### config.mk
export PLATFORM = sky130hd
export DESIGN_NAME = alu_ctrl_stage_flat
export DESIGN_NICKNAME = d
export VERILOG_FILES = /design/src/rtl/alu_ctrl_stage_if.sv /design/src/rtl/alu_ctrl_stage.sv /design/src/flat_wrapper.sv
export SDC_FILE = /design/constraint.sdc
export NUM_CORES = 1
export LEC_CHECK = 0
export CAP_MARGIN = 20
export CORE_MARGIN = 5
export CORE_UTILIZATION = 32
export CTS_BUF_LIST = sky130_fd_sc_hd__clkbuf_8
export DETAILED_ROUTE_END_ITERATION = 12
export PLACE_DENSITY = 0.73
export SYNTH_ARGS = -nofsm -noshare
export SYNTH_HDL_FRONTEND = slang
export SYNTH_SLANG_ARGS = --single-unit
### constraint.sdc
create_clock -name i_clk -period 2.7 [get_ports i_clk]
set_input_delay 0.405 -clock i_clk [delete_from_list [all_inputs] [get_ports i_clk]]
set_output_delay 0.405 -clock i_clk [all_outputs]
set_load 0.005 [all_outputs]
### src/rtl/alu_ctrl_stage_if.sv
// ID->EX ALU control bundle: decode inputs from the ID stage and the registered
// control the EX-stage ALU consumes.
interface alu_ctrl_stage_if #(
  parameter int N_BITS_CONTROL = 4,
  parameter int N_BITS_SHAMT   = 5,
  parameter int N_BITS_ERRCNT  = 8
);
  logic                      i_valid;
  logic                      i_stall;
  logic                      i_flush;
  logic [1:0]                i_alu_op;
  logic [5:0]                i_funct;
  logic [5:0]                i_opcode;
  logic [N_BITS_SHAMT-1:0]   i_shamt;
  logic                      o_valid;
  logic [N_BITS_CONTROL-1:0] o_alu_ctrl;
  logic                      o_shamt_sel;
  logic [N_BITS_SHAMT-1:0]   o_shamt;
  logic                      o_illegal;
  logic [N_BITS_ERRCNT-1:0]  o_err_cnt;

  // Master is the ID/pipeline-control side; slave is the stage itself.
  modport master (
    output i_valid, i_stall, i_flush, i_alu_op, i_funct, i_opcode, i_shamt,
    input  o_valid, o_alu_ctrl, o_shamt_sel, o_shamt, o_illegal, o_err_cnt
  );
  modport slave (
    input  i_valid, i_stall, i_flush, i_alu_op, i_funct, i_opcode, i_shamt,
    output o_valid, o_alu_ctrl, o_shamt_sel, o_shamt, o_illegal, o_err_cnt
  );
endinterface

### src/rtl/alu_ctrl_stage.sv
// ID->EX ALU control stage: decodes alu_op/funct/opcode into a 4-bit ALU code plus
// shift-amount select, one registered slot. Define ERR_CNT_EN for the illegal-op counter.
module alu_ctrl_stage #(
  parameter int N_BITS_CONTROL = 4,
  parameter int N_BITS_SHAMT   = 5,
  parameter int N_BITS_ERRCNT  = 8
) (
  input  logic i_clk,
  input  logic i_reset,
  alu_ctrl_stage_if.slave bus
);
  typedef logic [N_BITS_CONTROL-1:0] ctrl_t;
  typedef logic [N_BITS_SHAMT-1:0]   shamt_t;

  localparam ctrl_t C_AND = 4'b0000;
  localparam ctrl_t C_OR  = 4'b0001;
  localparam ctrl_t C_ADD = 4'b0010;
  localparam ctrl_t C_NOR = 4'b0011;
  localparam ctrl_t C_XOR = 4'b0100;
  localparam ctrl_t C_SLL = 4'b0101;
  localparam ctrl_t C_SUB = 4'b0110;
  localparam ctrl_t C_SLT = 4'b0111;
  localparam ctrl_t C_SRL = 4'b1000;
  localparam ctrl_t C_SRA = 4'b1001;
  localparam ctrl_t C_NOP = 4'b1111;

  ctrl_t  dec_ctrl;
  logic   dec_sel;
  shamt_t dec_shamt;
  logic   dec_ill;

  always_comb begin
    dec_ctrl  = C_NOP;
    dec_sel   = 1'b0;
    dec_shamt = '0;
    dec_ill   = 1'b0;
    unique case (bus.i_alu_op)
      2'b00: dec_ctrl = C_ADD;
      2'b01: dec_ctrl = C_SUB;
      2'b10: begin
        case (bus.i_funct)
          6'b100000, 6'b100001: dec_ctrl = C_ADD;
          6'b100010, 6'b100011: dec_ctrl = C_SUB;
          6'b100100: dec_ctrl = C_AND;
          6'b100101: dec_ctrl = C_OR;
          6'b100110: dec_ctrl = C_XOR;
          6'b100111: dec_ctrl = C_NOR;
          6'b101010: dec_ctrl = C_SLT;
          6'b000000: begin dec_ctrl = C_SLL; dec_sel = 1'b1; dec_shamt = bus.i_shamt; end
          6'b000010: begin dec_ctrl = C_SRL; dec_sel = 1'b1; dec_shamt = bus.i_shamt; end
          6'b000011: begin dec_ctrl = C_SRA; dec_sel = 1'b1; dec_shamt = bus.i_shamt; end
          default:   dec_ill = 1'b1;
        endcase
      end
      default: begin
        case (bus.i_opcode)
          6'b001000, 6'b001001: dec_ctrl = C_ADD;
          6'b001010: dec_ctrl = C_SLT;
          6'b001100: dec_ctrl = C_AND;
          6'b001101: dec_ctrl = C_OR;
          6'b001110: dec_ctrl = C_XOR;
          // lui: shift the zero-extended immediate up by 16
          6'b001111: begin dec_ctrl = C_SLL; dec_sel = 1'b1; dec_shamt = shamt_t'(16); end
          default:   dec_ill = 1'b1;
        endcase
      end
    endcase
  end

  logic   valid_q, valid_d;
  ctrl_t  ctrl_q, ctrl_d;
  logic   sel_q, sel_d;
  shamt_t shamt_q, shamt_d;
  logic   ill_q, ill_d;
  logic   load_ill;

  // A bubble is written on flush, or on a non-stalled edge with no real instruction.
  always_comb begin
    valid_d = valid_q;
    ctrl_d  = ctrl_q;
    sel_d   = sel_q;
    shamt_d = shamt_q;
    ill_d   = ill_q;
    if (bus.i_flush || (!bus.i_stall && !bus.i_valid)) begin
      valid_d = 1'b0;
      ctrl_d  = C_NOP;
      sel_d   = 1'b0;
      shamt_d = '0;
      ill_d   = 1'b0;
    end else if (!bus.i_stall) begin
      valid_d = 1'b1;
      ctrl_d  = dec_ctrl;
      sel_d   = dec_sel;
      shamt_d = dec_shamt;
      ill_d   = dec_ill;
    end
  end

  assign load_ill = !bus.i_flush && !bus.i_stall && bus.i_valid && dec_ill;

  always_ff @(posedge i_clk) begin
    if (i_reset) begin
      valid_q <= 1'b0;
      ctrl_q  <= C_NOP;
      sel_q   <= 1'b0;
      shamt_q <= '0;
      ill_q   <= 1'b0;
    end else begin
      valid_q <= valid_d;
      ctrl_q  <= ctrl_d;
      sel_q   <= sel_d;
      shamt_q <= shamt_d;
      ill_q   <= ill_d;
    end
  end

`ifdef ERR_CNT_EN
  logic [N_BITS_ERRCNT-1:0] err_cnt_q, err_cnt_d;

  // Saturating: stops at all-ones, only reset clears it.
  always_comb begin
    err_cnt_d = err_cnt_q;
    if (load_ill && (err_cnt_q != '1)) err_cnt_d = err_cnt_q + 1'b1;
  end

  always_ff @(posedge i_clk) begin
    if (i_reset) err_cnt_q <= '0;
    else         err_cnt_q <= err_cnt_d;
  end

  assign bus.o_err_cnt = err_cnt_q;
`else
  logic unused_load_ill;
  assign unused_load_ill = load_ill;
  assign bus.o_err_cnt   = '0;
`endif

  assign bus.o_valid     = valid_q;
  assign bus.o_alu_ctrl  = ctrl_q;
  assign bus.o_shamt_sel = sel_q;
  assign bus.o_shamt     = shamt_q;
  assign bus.o_illegal   = ill_q;
endmodule

### src/flat_wrapper.sv
// flat-port wrapper written by rule: the top's interface ports become plain ports
module alu_ctrl_stage_flat 
#(
  parameter int N_BITS_CONTROL = 4,
  parameter int N_BITS_SHAMT   = 5,
  parameter int N_BITS_ERRCNT  = 8
)
  (i_clk, i_reset, bus_i_valid, bus_i_stall, bus_i_flush, bus_i_alu_op, bus_i_funct, bus_i_opcode, bus_i_shamt, bus_o_valid, bus_o_alu_ctrl, bus_o_shamt_sel, bus_o_shamt, bus_o_illegal, bus_o_err_cnt);
  alu_ctrl_stage_if #(.N_BITS_CONTROL(N_BITS_CONTROL), .N_BITS_SHAMT(N_BITS_SHAMT), .N_BITS_ERRCNT(N_BITS_ERRCNT)) bus_i ();
  input  logic i_clk;
  input  logic i_reset;
  input wire logic [$bits(bus_i.i_valid)-1:0] bus_i_valid;
  input wire logic [$bits(bus_i.i_stall)-1:0] bus_i_stall;
  input wire logic [$bits(bus_i.i_flush)-1:0] bus_i_flush;
  input wire logic [$bits(bus_i.i_alu_op)-1:0] bus_i_alu_op;
  input wire logic [$bits(bus_i.i_funct)-1:0] bus_i_funct;
  input wire logic [$bits(bus_i.i_opcode)-1:0] bus_i_opcode;
  input wire logic [$bits(bus_i.i_shamt)-1:0] bus_i_shamt;
  output wire logic [$bits(bus_i.o_valid)-1:0] bus_o_valid;
  output wire logic [$bits(bus_i.o_alu_ctrl)-1:0] bus_o_alu_ctrl;
  output wire logic [$bits(bus_i.o_shamt_sel)-1:0] bus_o_shamt_sel;
  output wire logic [$bits(bus_i.o_shamt)-1:0] bus_o_shamt;
  output wire logic [$bits(bus_i.o_illegal)-1:0] bus_o_illegal;
  output wire logic [$bits(bus_i.o_err_cnt)-1:0] bus_o_err_cnt;
  assign bus_i.i_valid = bus_i_valid;
  assign bus_i.i_stall = bus_i_stall;
  assign bus_i.i_flush = bus_i_flush;
  assign bus_i.i_alu_op = bus_i_alu_op;
  assign bus_i.i_funct = bus_i_funct;
  assign bus_i.i_opcode = bus_i_opcode;
  assign bus_i.i_shamt = bus_i_shamt;
  assign bus_o_valid = bus_i.o_valid;
  assign bus_o_alu_ctrl = bus_i.o_alu_ctrl;
  assign bus_o_shamt_sel = bus_i.o_shamt_sel;
  assign bus_o_shamt = bus_i.o_shamt;
  assign bus_o_illegal = bus_i.o_illegal;
  assign bus_o_err_cnt = bus_i.o_err_cnt;
  alu_ctrl_stage #(.N_BITS_CONTROL(N_BITS_CONTROL), .N_BITS_SHAMT(N_BITS_SHAMT), .N_BITS_ERRCNT(N_BITS_ERRCNT)) u_core (.i_clk(i_clk), .i_reset(i_reset), .bus(bus_i));
endmodule
Word level (Yosys, flattened, before mapping) --
Index checks and enable logic that the tools add are counted. Widths: inputs -> output; s select.
Word-level totals: bits in writable memories 0, bits in latches 0, word-level logic and storage cells 51, input bits 24, output and inout port bits 20, bits in read-only memories 0, memories 0, register bits 12
Operators by class: shift-type cells 0, multiplexer cells 12, $lt $le $gt $ge 0, equality and inequality tests 20, divide/modulo/power cells 0, multipliers 0, reduce and logical (&&, ||, !) cells 14, bitwise logic cells 0, add/subtract/negate cells 0
Operator list (number):
- $eq 6x6->1 const B | 9
- $eq 6x4->1 const B | 7
- $pmux 4 s10 | 1
- $pmux 4 s6 | 1
- $eq 6x2->1 const B | 2
- $pmux 4 s3 | 1
- $reduce_or 12->1 | 1
- $mux 5 | 2
- $pmux 5 s2 | 1
- $reduce_or 2->1 | 5
- $reduce_or 7->1 | 1
- $logic_not 6->1 | 1
- $mux 1 | 4
- $pmux 1 s2 | 2
- $reduce_or 3->1 | 1
- $eq 2x1->1 const B | 1
- $eq 2x2->1 const B | 1
- $logic_not 1->1 | 2
- $logic_not 2->1 | 1
- $logic_and 1x1->1 | 1
- $logic_or 1x1->1 | 1

Longest topological paths before layout --
Gate-level depths: netlist of the first run.
depth in word-level cells 4, mapped depth 5, depth with buffers taken out 4

Worst setup path before layout of the first run --
No wires, ideal clock.
path type input to register, start point input bus_i_funct[4], end point register u_core.shamt_q[4], in the netlist u_core.bus.o_shamt[4], arrival time 1.653 ns, stages 4, library setup time 0.086 ns, path buffers 0, setup slack 0.961 ns, path through or4b_4 > a2111oi_4 > nand2_2 > a221oi_2
On the way: longest elaborated chain between the ends 4
RTL lines:
- start, declared | line flat_wrapper.sv:16 | input wire logic [$bits(bus_i.i_funct)-1:0] bus_i_funct;
- $eq 6x2->1 or $logic_not 6->1 (tied branches) | line alu_ctrl_stage.sv:41 | case (bus.i_funct)
- $reduce_or 3->1 (no line) *
- $mux 5 * | line alu_ctrl_stage.sv:41
- $pmux 5 s2 * | line alu_ctrl_stage.sv:37 | unique case (bus.i_alu_op)
- end signal, assigned | line alu_ctrl_stage.sv:112 | shamt_q <= shamt_d;
- end, declared | line alu_ctrl_stage.sv:73 | shamt_t shamt_q, shamt_d;
Every way passes the cells marked *; elsewhere a longest branch is shown, timed or not. A chain may end at the register's enable or synchronous reset.

Final worst setup path of the first run --
start point input bus_i_alu_op[1], end point register u_core.shamt_q[4], in the netlist u_core.bus.o_shamt[4]
On the way: longest elaborated chain between the ends 3
RTL lines:
- start, declared | line flat_wrapper.sv:15 | input wire logic [$bits(bus_i.i_alu_op)-1:0] bus_i_alu_op;
- $eq 2x1->1 or $logic_not 2->1 (tied branches) | line alu_ctrl_stage.sv:37
- $reduce_or 2->1 (no line)
- $pmux 5 s2 * | line alu_ctrl_stage.sv:37
Marked as above.

==> metrics.md, run 1 <==
| Metric | Value |
|---|---|
| Pint | 0.362 mW |
| Post-Route Skew | 0 ns |
| Mapped Area | 766 um2 |
| Layout area overhead | 53.6% |
| Clk_lat worst skew | 0.23 ns |
| Req. time, crit path | 2.85 ns |
| Sequential power share | 0.389 |
| Overall die area | 0.00347 mm2 |
| RSZ-0062 raised after global routing | false |
| Synth warn | 0 |
| Post-synthesis cell type count | 34 |
| Routed WL per cell | 13.0 um |
| Slowest CP cell | clkdlybuf4s50_1 |
| Placed insts | 153 |
| Part of the Yosys area used for sequential elements | 0.314 |
| DP HPWL | 1650 um |
| Hold Path Cell Cnt | 2 |
| Vias per cell | 4.96 |
| Final instance area | 0.00118 mm2 |
| Main synth FF type | dfxtp_1 |
| Max Cap Viol | 0 |
| Most frequent cells in the layout | clkdlybuf4s50_1 (35), dfxtp_1 (12), nand2_1 (8), conb_1 (8), a21oi_1 (7) |
| Final hold viol count | 0 |
| Initial Utilization | 0.340 |
| Initial antenna violation count | 0 |
| Fillers | 240 |
| Chip Width | 58.9 um |
| Reg area | 240 um2 |
| Non-filler cells, final | approximately 160 |
| Largest net degree at the start of global routing | 24 |
| DRT Pass-1 Iters | 4 |
| Synthesized area per cell | 8.32 um2 |
| Crit path time final | 2.20 ns |
| Net Sw Frac | 0.231 |
| GRT Residual Overflow | 0 |
| CP max FO | 8 |
| Ys async rst share | 0 |
| Clk slew on worst S/H paths | 0.05 ns |
| Clk pwr share | 0.415 |
| Global Route Usage Sum | 0.116 |
| LEAKAGE | around 0.42 nW |
| Die height | just under 60 um |
| Vias after detailed routing | 779 |
| Drt total wl | 2040 um |
| Top-level port count | 44 |
| Endpoint type of the worst setup path | flop |
| Synth Register Bits | 12 |
| Fmax | 454 MHz |
| Critical R2R Launch | u_core.bus.o_shamt[4]$_SDFFE_PP0N_ |
| Final setup violation count | 0 |
| Worst r2r dst | u_core.bus.o_shamt[4]$_SDFFE_PP0N_ |
| Placeable Area | 0.00225 mm2 |
| Post-synth EDFFs | 0 |
| Root Driver | clkbuf_8 |
| Crit path cell chain | clkdlybuf4s50_1 -> or4b_4 -> a2111oi_4 -> nand2_2 -> a221oi_2 |
| Final worst-path cycle share | 0.816 |
| Flop2flop setup slack | 2.00 ns |
| Max Buffers Root-to-Sink | 2 |
| Drt drc | 0 |
| Pre-CTS setup slack | 0.268 ns |
| GP Congestion | 0.800 |
| Slew Limit Fails | 0 |
| HP Class | reg2reg |
| Crit-path leading delay family | compound AO/OA/AOI/OAI gates |
| Comb power frac | 0.196 |
| Share of layout cells above drive strength 1 | 0.0930 |
| Setup TNS | 0 ns |
| Antenna-violating nets left | 0 |
| First-pass GRT wire length | between 3000 and 4000 um |
| Total CTS buffers | 3 |
| Critical path class | in2reg |
| CP startpoint kind | input pin |
| Multi-input logic area | 458 um2 |
| Setup ws final | 0.497 ns |
| Nets@finish | 154 |
| Max IR drop VDD | 0.000214 V |
| Hold Path End | u_core.bus.o_valid$_SDFFE_PP0N_ |
| Rows | 17 |
| Hold_buf cts | 0 |
| Cells after synthesis | 92 |
| Worst Hold Slack | 0.451 ns |
| Vias in the first global route | 751 |
| DP Area | 0.00112 mm2 |
| Post-CTS Setup Inserts | 0 |
| Worst path arrival time | around 2.4 ns |
| Port Buf Inserts | 35 |
| H-tree Lvls | 1 |
| DRT iter0 DRCs | 7 |
| Layout Utilization | 0.522 |
| Pwr/cell area | 400 mW/mm2 |
| PostCTS Resize Cnt | 0 |
| CP Buf/Inv Count | 1 |
| Largest stage delay, worst path | ~0.60 ns |
| Most common cell after layout, fill and taps aside | clkdlybuf4s50_1 |
| Total chip power | 0.470 mW |
| FF-to-FF path depth | 2 |
| Status | completed |
| ANT cells | 0 |
| Hold_sp | u_core.bus.o_valid$_SDFFE_PP0N_ |
| Total clock sinks | 12 |
| Sw power | 0.108 mW |
| Clock tree from TritonCTS | built |
[power by group through the flow]
stage	registers (mW)	logic [mW]	clock network (mW)
6_report	0.183	0.0922	0.195
5_1_grt	0.183	0.0997	0.208
4_1_cts	0.183	0.0922	0.200
3_5_place_dp	0.187	0.0916	0
3_3_place_gp	0.187	0.0908	0
2_1_floorplan	0.187	0.0406	0
[worst max path at each step]
stage	from	end	slack (ns)	cells past startpoint
2_1_floorplan	bus_i_funct[4]	u_core.bus.o_shamt[4]$_SDFFE_PP0N_	0.96	4
3_3_place_gp	bus_i_alu_op[1]	u_core.bus.o_shamt[4]$_SDFFE_PP0N_	0.35	5
3_5_place_dp	bus_i_alu_op[1]	u_core.bus.o_shamt[4]$_SDFFE_PP0N_	0.27	5
4_1_cts	bus_i_alu_op[1]	u_core.bus.o_shamt[4]$_SDFFE_PP0N_	0.51	5
5_1_grt	bus_i_alu_op[1]	u_core.bus.o_shamt[4]$_SDFFE_PP0N_	0.38	5
6_report	bus_i_alu_op[1]	u_core.bus.o_shamt[4]$_SDFFE_PP0N_	0.50	5
[worst reg2reg max path, cell delays in order, from the launching register on]
cell      delay [ns]
dfxtp_1         0.32
inv_1           0.05
a221oi_2        0.25
[synth_stat cells (2+ instances only)]
master	n	area, um2
dfxtp_1	12	240
buf_4	8	60.1
nand2_1	8	30.0
a21oi_1	7	35.0
inv_1	5	18.8
nand3_1	4	20.0
nand3b_1	4	30.0
a211o_1	3	26.3
clkbuf_1	3	11.3
nor2_1	3	11.3
nor3_1	3	15.0
o21ai_1	3	15.0
a2111oi_0	2	17.5
a211oi_1	2	15.0
a221oi_2	2	30.0
a31oi_1	2	12.5
and3_1	2	12.5
nand2b_1	2	12.5
nor3b_1	2	15.0
[final cells by class]
class	instances	area share
Clock buffer	4	0.0468
Inverter	6	0.0191
Timing Repair Buffer	37	0.311
Tap cell	28	0.0298
Multi-Input combinational cell	70	0.389
Sequential cell	12	0.204
[logic make-up (layout without fill, tap and decap cells)]
kind of cell,count (synthesis),count (layout),synth area share
simple gates,34,34,0.263
compound gates,27,27,0.283
buf+inv,17,47,0.123
flops,12,12,0.314
other cells,1,8,0.00490
mux,1,1,0.0131
[registers in the layout, summed over array words and instances, names as in the netlist]
signal	cells
u_core.bus.o_alu_ctrl	4
u_core.bus.o_illegal	1
u_core.bus.o_shamt	5
u_core.bus.o_shamt_sel	1
u_core.bus.o_valid	1
[layer usage]
metal  global-route usage  share of wire
met5                    0              0
met4               0.0388          0.013
met3               0.0307          0.065
met2                0.203           0.49
met1                0.134           0.43
(Power assumes the default switching activity.)
==> run 2: changes to the inputs <==
--- a/config.mk
+++ b/config.mk
@@ -10,7 +10,7 @@
 export CORE_UTILIZATION = 32
 export CTS_BUF_LIST = sky130_fd_sc_hd__clkbuf_8
 export DETAILED_ROUTE_END_ITERATION = 12
-export PLACE_DENSITY = 0.73
+export PLACE_DENSITY = 0.76
 export SYNTH_ARGS = -nofsm -noshare
 export SYNTH_HDL_FRONTEND = slang
 export SYNTH_SLANG_ARGS = --single-unit
==> constraint.sdc (replaced) <==
create_clock -name i_clk -period 1.83 [get_ports i_clk]
set_input_delay 0.2745 -clock i_clk [delete_from_list [all_inputs] [get_ports i_clk]]
set_output_delay 0.2745 -clock i_clk [all_outputs]
set_load 0.005 [all_outputs]
==> metrics.md, run 2 (synthesis gave the netlist of run 1 again) <==
| Metric | Value |
|---|---|
| Pint | 0.546 mW |
| Fmax | 578 MHz |
| Clock tree from TritonCTS | built |
| Final setup violation count | 0 |
| Nets@finish | 168 |
| Top-level port count | 44 |
| Comb power frac | 0.212 |
| Crit path cell chain | dlygate4sd2_1 -> or4b_4 -> a2111oi_4 -> buf_4 -> nand2_2 -> a221oi_2 |
| Clk slew on worst S/H paths | 0.06 ns |
| Clk pwr share | 0.410 |
| Endpoint type of the worst setup path | flop |
| Drt total wl | 2140 um |
| Worst Hold Slack | 0.456 ns |
| Root Driver | clkbuf_8 |
| Vias in the first global route | 836 |
| LEAKAGE | 0.493 nW |
| Setup ws final | 0.101 ns |
| Status | completed |
| Port Buf Inserts | 35 |
| DP Area | 0.00123 mm2 |
| Crit-path leading delay family | simple AND/OR/NAND/NOR gates |
| Largest net degree at the start of global routing | 21 |
| Layout Utilization | 0.566 |
| Clk_lat worst skew | 0.24 ns |
| H-tree Lvls | 1 |
| Worst path arrival time | 1.89 ns |
| Placeable Area | ~0.0023 mm2 |
| Max reg flops | 5 |
| Pwr/cell area | 560 mW/mm2 |
| Die height | 58.9 um |
| Chip Width | 58.9 um |
| DRT Pass-1 Iters | 4 |
| Pre-CTS setup slack | -0.300 ns |
| Most frequent cells in the layout | clkdlybuf4s50_1 (31), buf_4 (16), dfxtp_1 (12), nand2_1 (8), conb_1 (8) |
| Global Route Usage Sum | 0.134 |
| RSZ-0062 raised after global routing | false |
| Critical path class | in2reg |
| DP HPWL | 1740 um |
| Vias per cell | 4.88 |
| CP startpoint kind | input pin |
| Net Sw Frac | 0.236 |
| Final worst-path cycle share | 0.945 |
| ANT cells | 0 |
| HP Class | reg2reg |
| Drt drc | 0 |
| Max Cap Viol | 0 |
| CP max FO | 6 |
| Share of layout cells above drive strength 1 | 0.182 |
| Slew Limit Fails | 0 |
| Initial Utilization | 0.340 |
| Most common cell after layout, fill and taps aside | clkdlybuf4s50_1 |
| Total clock sinks | 12 |
| Non-filler cells, final | 171 |
| Final instance area | 0.00128 mm2 |
| Placed insts | 167 |
| Sw power | 0.168 mW |
| Crit path time final | between 1.5 and 2 ns |
| Vias after detailed routing | 835 |
| DRT iter0 DRCs | 23 |
| First-pass GRT wire length | between 3000 and 4000 um |
| Worst path depth | 6 |
| Antenna-violating nets left | 0 |
| Max IR drop VDD | roughly 0.0005 V |
| Setup TNS | 0 ns |
| Max Buffers Root-to-Sink | 2 |
| CP Buf/Inv Count | 2 |
| Total chip power | 0.715 mW |
| Slowest CP cell | or4b_4 |
| Final hold viol count | 0 |
| Hold Path Cell Cnt | 2 |
| GP Congestion | 0.791 |
| Total CTS buffers | 3 |
| Layout area overhead | 66.7% |
| Largest stage delay, worst path | 0.56 ns |
| Post-Route Skew | 0 ns |
| Req. time, crit path | ~2.0 ns |
| Routed WL per cell | 12.5 um |
| Initial antenna violation count | 0 |
| FF-to-FF path depth | 2 |
| Overall die area | 0.00347 mm2 |
| Sequential power share | 0.378 |
| GRT Residual Overflow | 0 |
| Rows | 17 |
==> run 2: cell types whose count changed in the layout (fill, tap and decap cells not counted), sizes merged <==
cell / before / now
buf: 2 / 16
clkdlybuf4s50: 35 / 31
dlygate4sd2: 0 / 4
==> run 2: final timing paths <==
kind,startpoint,endpoint,slack [ns]
hold reg to reg,u_core.bus.o_valid$_SDFFE_PP0N_,u_core.bus.o_valid$_SDFFE_PP0N_,0.46
setup reg to reg,u_core.bus.o_shamt[4]$_SDFFE_PP0N_,u_core.bus.o_shamt[4]$_SDFFE_PP0N_,1.11
hold / removal,u_core.bus.o_valid$_SDFFE_PP0N_,u_core.bus.o_valid$_SDFFE_PP0N_,0.46
setup / recovery,bus_i_alu_op[0],u_core.bus.o_shamt[4]$_SDFFE_PP0N_,0.10
==> run 2: worst register-to-register path, delay by kind of cell, from the launching register on <==
family / cells / cell delay, ns
buf+inv: 1 / 0.06
flops: 1 / 0.34
compound gates: 1 / 0.24
==> run 2: area by class of cell <==
class / count / area (um2)
Clock buffer: 4 / 55.1
Timing Repair Buffer: 51 / 465
Fill cell: 211 / 978
Inverter: 6 / 22.5
Multi-Input combinational cell: 70 / 458
Tap cell: 28 / 35.0
Sequential cell: 12 / 240
==> run 2: power by group through the flow <==
stage	Sequential [mW]	Combinational, mW	Clock (mW)
final	0.270	0.152	0.293
after global routing	0.271	0.166	0.308
after detailed placement	0.276	0.154	0
after floorplan	0.276	0.0598	0
after CTS	0.270	0.151	0.299
after global placement	0.275	0.152	0
==> run 2: what timing repair did <==
item,in CTS,in global routing
hold endpoints to repair,0,0
endpoints found under the setup margin,6,0
setup buffers,0,0
hold buffers,0,0
gates resized for setup,4,0
==> run 2: layer usage <==
layer / routed length [um] / share of wire / GRT usage / up-vias
li1: - / - / - / 424
met4: 46 / 0.021 / 0.0680 / 0
met2: 1020 / 0.48 / 0.215 / 33
met3: 131 / 0.061 / 0.0307 / 4
met1: 946 / 0.44 / 0.166 / 374
met5: 0 / 0 / 0 / -
